File: config.mk
export PLATFORM = sky130hd
export DESIGN_NAME = led_counter_gen2
export DESIGN_NICKNAME = d
export VERILOG_FILES = /design/src/rtl/led_counter_gen2.sv
export SDC_FILE = /design/constraint.sdc
export NUM_CORES = 1
export LEC_CHECK = 0
export BUFFER_PORTS_ARGS = -buffer_cell sky130_fd_sc_hd__buf_2
export CORE_AREA = 2 2 90 92
export CTS_BUF_LIST = sky130_fd_sc_hd__clkbuf_16
export DETAILED_ROUTE_END_ITERATION = 8
export DIE_AREA = 0 0 92 94
export GPL_TIMING_DRIVEN = 0
export PLACE_DENSITY = 0.54
export RECOVER_POWER = 50
export SYNTH_ARGS = -nofsm -noshare
export SYNTH_HDL_FRONTEND = slang
export SYNTH_SLANG_ARGS = --single-unit
File: constraint.sdc
create_clock -name clk -period 2.15 [get_ports clk]
set_clock_uncertainty 0.15 [all_clocks]
set_input_delay 0.1075 -clock clk [delete_from_list [all_inputs] [get_ports clk]]
set_output_delay 0.1075 -clock clk [all_outputs]
set_load 0.02 [all_outputs]
File: src/rtl/led_counter_gen2.sv
// Board LED pattern generator: prescaled step rate, BIN/GRAY/RING/BOUNCE patterns.
// Latency: led/tick/wrap are registered and update on the edge where a step or load occurs.
// Backpressure: none; en=0 freezes prescaler and pattern, load overrides any step.
//
// Ports:
//   clk, rst_n           clock, synchronous active-low reset
//   en                   1 = run, 0 = pause
//   mode                 00 BIN, 01 GRAY, 10 RING, 11 BOUNCE
//   dir                  0 = up/left, 1 = down/right (BOUNCE ignores it)
//   load, load_val       synchronous preload strobe and value
//   led                  registered LED pattern
//   tick                 one-clock pulse on every step
//   wrap                 one-clock pulse on counter wrap / ring wrap / bounce reversal
module led_counter_gen2 #(
    parameter int CLK_HZ  = 50_000_000,
    parameter int TICK_HZ = 1,
    parameter int WIDTH   = 8
) (
    input  logic             clk,
    input  logic             rst_n,
    input  logic             en,
    input  logic [1:0]       mode,
    input  logic             dir,
    input  logic             load,
    input  logic [WIDTH-1:0] load_val,
    output logic [WIDTH-1:0] led,
    output logic             tick,
    output logic             wrap
);

    localparam int DIV = CLK_HZ / TICK_HZ;
    localparam int PW  = (DIV > 1) ? $clog2(DIV) : 1;

    localparam logic [PW-1:0]    PRESC_LAST = PW'(DIV - 1);
    localparam logic [PW-1:0]    PRESC_ONE  = PW'(1);
    localparam logic [WIDTH-1:0] CNT_MAX    = {WIDTH{1'b1}};
    localparam logic [WIDTH-1:0] CNT_ONE    = WIDTH'(1);

    localparam logic [1:0] MODE_BIN    = 2'b00;
    localparam logic [1:0] MODE_GRAY   = 2'b01;
    localparam logic [1:0] MODE_RING   = 2'b10;
    localparam logic [1:0] MODE_BOUNCE = 2'b11;

    typedef enum logic {
        BDIR_UP = 1'b0,
        BDIR_DN = 1'b1
    } bdir_e;

    function automatic logic [WIDTH-1:0] to_gray(input logic [WIDTH-1:0] x);
        return x ^ (x >> 1);
    endfunction

    // ------------------------------------------------------------------
    // State
    // ------------------------------------------------------------------
    logic [PW-1:0]    presc_q, presc_d;
    logic [WIDTH-1:0] cnt_q,   cnt_d;
    logic [WIDTH-1:0] led_q,   led_d;
    logic             tick_q,  tick_d;
    logic             wrap_q,  wrap_d;
    bdir_e            bdir_q,  bdir_d;

    // ------------------------------------------------------------------
    // Prescaler terminal count and pattern classification
    // ------------------------------------------------------------------
    logic step;
    logic led_onehot;

    assign step = en && (presc_q == PRESC_LAST);

    // Exactly one bit set: non-zero and clearing the lowest set bit leaves zero.
    assign led_onehot = (led_q != '0) && ((led_q & (led_q - CNT_ONE)) == '0);

    // ------------------------------------------------------------------
    // Pattern advance for one step (used only when step is taken)
    // ------------------------------------------------------------------
    logic [WIDTH-1:0] cnt_step;
    logic [WIDTH-1:0] led_step;
    logic             wrap_step;
    bdir_e            bdir_step;
    logic [WIDTH-1:0] cnt_inc;
    logic             cnt_wraps;

    always_comb begin
        cnt_inc   = dir ? (cnt_q - CNT_ONE) : (cnt_q + CNT_ONE);
        cnt_wraps = dir ? (cnt_q == '0) : (cnt_q == CNT_MAX);

        cnt_step  = cnt_q;
        led_step  = led_q;
        wrap_step = 1'b0;
        bdir_step = bdir_q;

        case (mode)
            MODE_BIN: begin
                cnt_step  = cnt_inc;
                led_step  = cnt_inc;
                wrap_step = cnt_wraps;
            end

            MODE_GRAY: begin
                cnt_step  = cnt_inc;
                led_step  = to_gray(cnt_inc);
                wrap_step = cnt_wraps;
            end

            MODE_RING: begin
                if (!led_onehot) begin
                    // Any non-one-hot pattern (including all-zero) restarts at LSB.
                    led_step = CNT_ONE;
                end else if (!dir) begin
                    led_step  = {led_q[WIDTH-2:0], led_q[WIDTH-1]};
                    wrap_step = led_q[WIDTH-1];
                end else begin
                    led_step  = {led_q[0], led_q[WIDTH-1:1]};
                    wrap_step = led_q[0];
                end
            end

            MODE_BOUNCE: begin
                if (!led_onehot) begin
                    led_step  = CNT_ONE;
                    bdir_step = BDIR_UP;
                end else if (bdir_q == BDIR_UP) begin
                    if (led_q[WIDTH-1]) begin
                        // Reverse at the top: the next position is one below MSB.
                        led_step  = led_q >> 1;
                        bdir_step = BDIR_DN;
                        wrap_step = 1'b1;
                    end else begin
                        led_step = led_q << 1;
                    end
                end else begin
                    if (led_q[0]) begin
                        led_step  = led_q << 1;
                        bdir_step = BDIR_UP;
                        wrap_step = 1'b1;
                    end else begin
                        led_step = led_q >> 1;
                    end
                end
            end

            default: begin
                cnt_step = cnt_q;
            end
        endcase
    end

    // ------------------------------------------------------------------
    // Next state: load > step > hold (reset handled in the register)
    // ------------------------------------------------------------------
    always_comb begin
        presc_d = presc_q;
        cnt_d   = cnt_q;
        led_d   = led_q;
        bdir_d  = bdir_q;
        tick_d  = 1'b0;
        wrap_d  = 1'b0;

        if (load) begin
            // Load also restarts the prescaler so the next step is a full period away.
            presc_d = '0;
            cnt_d   = load_val;
            led_d   = (mode == MODE_GRAY) ? to_gray(load_val) : load_val;
            bdir_d  = BDIR_UP;
        end else if (step) begin
            presc_d = '0;
            cnt_d   = cnt_step;
            led_d   = led_step;
            bdir_d  = bdir_step;
            tick_d  = 1'b1;
            wrap_d  = wrap_step;
        end else if (en) begin
            presc_d = presc_q + PRESC_ONE;
        end
    end

    always_ff @(posedge clk) begin
        if (!rst_n) begin
            presc_q <= '0;
            cnt_q   <= '0;
            led_q   <= '0;
            tick_q  <= 1'b0;
            wrap_q  <= 1'b0;
            bdir_q  <= BDIR_UP;
        end else begin
            presc_q <= presc_d;
            cnt_q   <= cnt_d;
            led_q   <= led_d;
            tick_q  <= tick_d;
            wrap_q  <= wrap_d;
            bdir_q  <= bdir_d;
        end
    end

    assign led  = led_q;
    assign tick = tick_q;
    assign wrap = wrap_q;

endmodule

==> results.sh <==
export IMPL_diodes=0
export IMPL_cp_arrival_ns=2.24
export IMPL_worstPathRequired_ns=2.16
export IMPL_rsz0062_at_grt="true"
export IMPL_p_clk_share_pct=38.5
export IMPL_setup_viol=1
export IMPL_layout_nets=437
export IMPL_critPathLaunchType="flop"
export IMPL_numCtsBuffers=5
export IMPL_wl_per_cell_um=15.5
export IMPL_cp_cell_sequence="fa_2 -> a211o_1 -> a21oi_2 -> nor2_1 -> o21a_1 -> a2111oi_4 -> a31oi_1"
export IMPL_timing_rr_end="led[6]$_SDFFE_PN0P_"
export IMPL_period_share_pct=103
export IMPL_dpl_hpwl_um=5590
export IMPL_maxSlewHeadroom_pct=55.1
export IMPL_drcViolationCount=0
export IMPL_seq_area_um2=918
export IMPL_status="complete, but fails checks"
export IMPL_critPathMaxStageDelay_ns=0.38
export IMPL_fill_cells=770
export IMPL_final_util_pct=49.7
export IMPL_synth_cells=364
export IMPL_hold_path_class="in -> reg"
export IMPL_p_int_mw=1.63
export IMPL_core_area_um2=7610
export IMPL_r2r_worst_path_cells=7
export IMPL_ys_seq_area_share_pct=30.3
export IMPL_vias=2842
export IMPL_maxCapViolCount=0
export IMPL_ys_top_cells_by_count="45 x dfxtp_1, 41 x nor2_1, 31 x nand2_1"
export IMPL_crit_start="cnt_q[1]$_SDFFE_PN0P_"
export IMPL_p_comb_share_pct=22.6
export IMPL_grt_busiest_layer="met2"
export IMPL_p_leak_nw=1.41
export IMPL_use_met2_pct=31.5
export IMPL_synth_warnings=0
export IMPL_gp_congestion=0.894
export IMPL_fin_tns_setup_ns=-0.0728
export IMPL_hold_ws_ns=0.00485
export IMPL_grt_pass1_wl_um=13000
export IMPL_portBuffers=23
export IMPL_ir_worst_vdd_uv=335
export IMPL_io_pins=25
export IMPL_multiInputGateArea_um2=2150
export IMPL_cts_tree="yes"
export IMPL_hold_viol_final=0
export IMPL_grt_antenna_before_repair=0
export IMPL_end_kind="flop"
export IMPL_avgViaCountPerCell=5.50
export IMPL_die_w_um=92
export IMPL_final_cell_area_um2=3780
export IMPL_postPlaceCellArea_um2=3220
export IMPL_first_iter_violations=152
export IMPL_r2r_slack_ns=-0.07
export IMPL_slowest_stage="fa_2"
export IMPL_synthMostInstantiatedCell="dfxtp_1"
export IMPL_tightest_slew_ns=0.665
export IMPL_crit_end="led[6]$_SDFFE_PN0P_"
export IMPL_slew_viol_final=0
export IMPL_die_h_um=94
export IMPL_grt_total_usage_pct=18.8
export IMPL_r2r_start="cnt_q[1]$_SDFFE_PN0P_"
export IMPL_p_sw_share_pct=29.4
export IMPL_synthArstFlopShare_pct=0
export IMPL_finalPower_mw=2.31
export IMPL_start_util_pct=39.1
export IMPL_dp_slack_ns=-0.460
export IMPL_clkTransAtPathRegs_ns=0.07
export IMPL_clk_insertion_delay_late_ns=0.29
export IMPL_synth_main_ff_cell="dfxtp_1"
export IMPL_p_seq_share_pct=38.8
export IMPL_rows=32
export IMPL_clock_path_buffers=2
export IMPL_path_max_fanout=5
export IMPL_synth_area_um2=2970
export IMPL_area_delta_synth_final_pct=27.1
export IMPL_met1_usage_pct=25.4
export IMPL_htreeDepth=2
export IMPL_ys_types=63
export IMPL_dr_pass1_iters=4
export IMPL_routed_wl_um=8040
export IMPL_synth_top_cell_area_share_pct=30.3
export IMPL_layout_cells_non_filler=517
export IMPL_die_area_um2=8650
export IMPL_fmax_mhz=450
export IMPL_yosysTopAreaCell="dfxtp_1"
export IMPL_cts_root_buf="clkbuf_16"
export IMPL_grt_max_degree=15
export IMPL_ys_ff_latch=45
export IMPL_critical_path_class="reg -> reg"
export IMPL_avgSynthCellArea_um2=8.17
export IMPL_post_route_min_period_ns=2.22
export IMPL_numClockSinks=45
export IMPL_violations="negative setup slack"
export IMPL_synth_enable_flop_cells=0
export IMPL_drive_above_1_share_pct=23.4
export IMPL_grt_pass1_vias=2683
export IMPL_placed_cells_incl_taps=489
export IMPL_syn_num_nets=387
export IMPL_met3_usage_pct=3.13
export IMPL_drtAntennaViolNets=0
export IMPL_grt_overflow=0
export IMPL_worst_slack_ns=-0.0728
export IMPL_p_sw_uw=680
export IMPL_powerDensity_nw_per_um2=612
export IMPL_synth_area_top_cells="dfxtp_1 30%, xor2_1 6.5%, nor2_1 5.2%"
## sequential cells by signal, summed over array words and instances (netlist names)
| signal | cells |
|---|---|
| led | 8 |
| wrap | 1 |
| presc_q | 26 |
| tick | 1 |
| bdir_q | 1 |
| cnt_q | 8 |
## power groups by stage
stage,clock [mW],sequential [mW],combinational (mW)
after detailed placement,0,0.908,0.439
after global placement,0,0.907,0.437
final,0.891,0.898,0.523
after floorplan,0,0.913,0.311
after CTS,0.911,0.897,0.483
after global routing,0.943,0.902,0.570
## how the worst min path moves through the flow
| stage | start | to | slack (ns) | depth (start not counted) |
|---|---|---|---|---|
| finish | load | bdir_q$_SDFFE_PP0P_ | 0.005 | 3 |
| global route | load | bdir_q$_SDFFE_PP0P_ | 0.02 | 3 |
| CTS | load_val[3] | cnt_q[3]$_SDFFE_PN0P_ | 0.005 | 3 |
| detailed placement | load_val[0] | cnt_q[0]$_SDFFE_PN0P_ | 0.22 | 2 |
| global placement | load_val[0] | cnt_q[0]$_SDFFE_PN0P_ | 0.21 | 2 |
| floorplan | load_val[0] | cnt_q[0]$_SDFFE_PN0P_ | 0.1 | 1 |
## worst max-delay path: cells and delay by family (launching register included)
kind	cells	cell delay, ns
adders and majority gates	1	0.38
AOI/OAI and AO/OA	5	1.15
and+or+nand+nor	1	0.06
DFF	1	0.37
## repair_timing
action | 4_1_cts | 5_1_grt
buffers inserted | 8 | 6
gates resized for setup | 31 | 35
cloned | 0 | 0
hold buffers | 7 | 1
endpoints found under the setup margin | 40 | 35
hold endpoints to repair | 9 | 1
pin swaps | 15 | 26
## metal layers
layer / up-vias / wire [um] / part of all wire, %
li1: 1425 / - / -
met1: 1356 / 3990 / 50
met2: 52 / 3630 / 45
met3: 9 / 330 / 4.1
met4: 0 / 83 / 1.0
met5: - / 0 / 0
## layout make-up
class | instances | area share, %
Inverter | 10 | 0.993
Timing Repair Buffer | 45 | 7.98
Buffer | 13 | 1.95
Multi-Input combinational cell | 294 | 57.0
Clock inverter | 3 | 1.13
Tap cell | 102 | 3.38
Clock buffer | 5 | 3.31
Sequential cell | 45 | 24.3
## layout by cell type, fill, tap and decap left out, types with 7 or more instances in the layout
cell type / Yosys / final
xnor2_1: 15 / 14
nand2_1: 31 / 30
nand4_1: 7 / 7
clkbuf_1: 9 / 12
o21ai_0: 23 / 22
inv_1: 9 / 10
dlygate4sd3_1: 0 / 8
buf_4: 0 / 12
nand3_1: 13 / 13
xor2_1: 22 / 19
dfxtp_1: 45 / 35
dfxtp_2: 0 / 8
buf_2: 3 / 18
mux2i_1: 10 / 9
and3_1: 11 / 11
a21oi_1: 20 / 14
nor2_1: 41 / 40
## logic make-up after synthesis
kind of cell             count (synthesis)  share of synthesized area [%]
AO/OA/AOI/OAI                           90                           20.1
multiplexers                            14                           4.88
flip-flops                              45                           30.3
XOR/XNOR                                37                           10.9
buffers and inverters                   25                           3.79
AND/OR/NAND/NOR                        145                           26.4
adder cells (fa/ha/maj)                  8                           3.62
No activity file was read; power rests on OpenSTA's default activity.
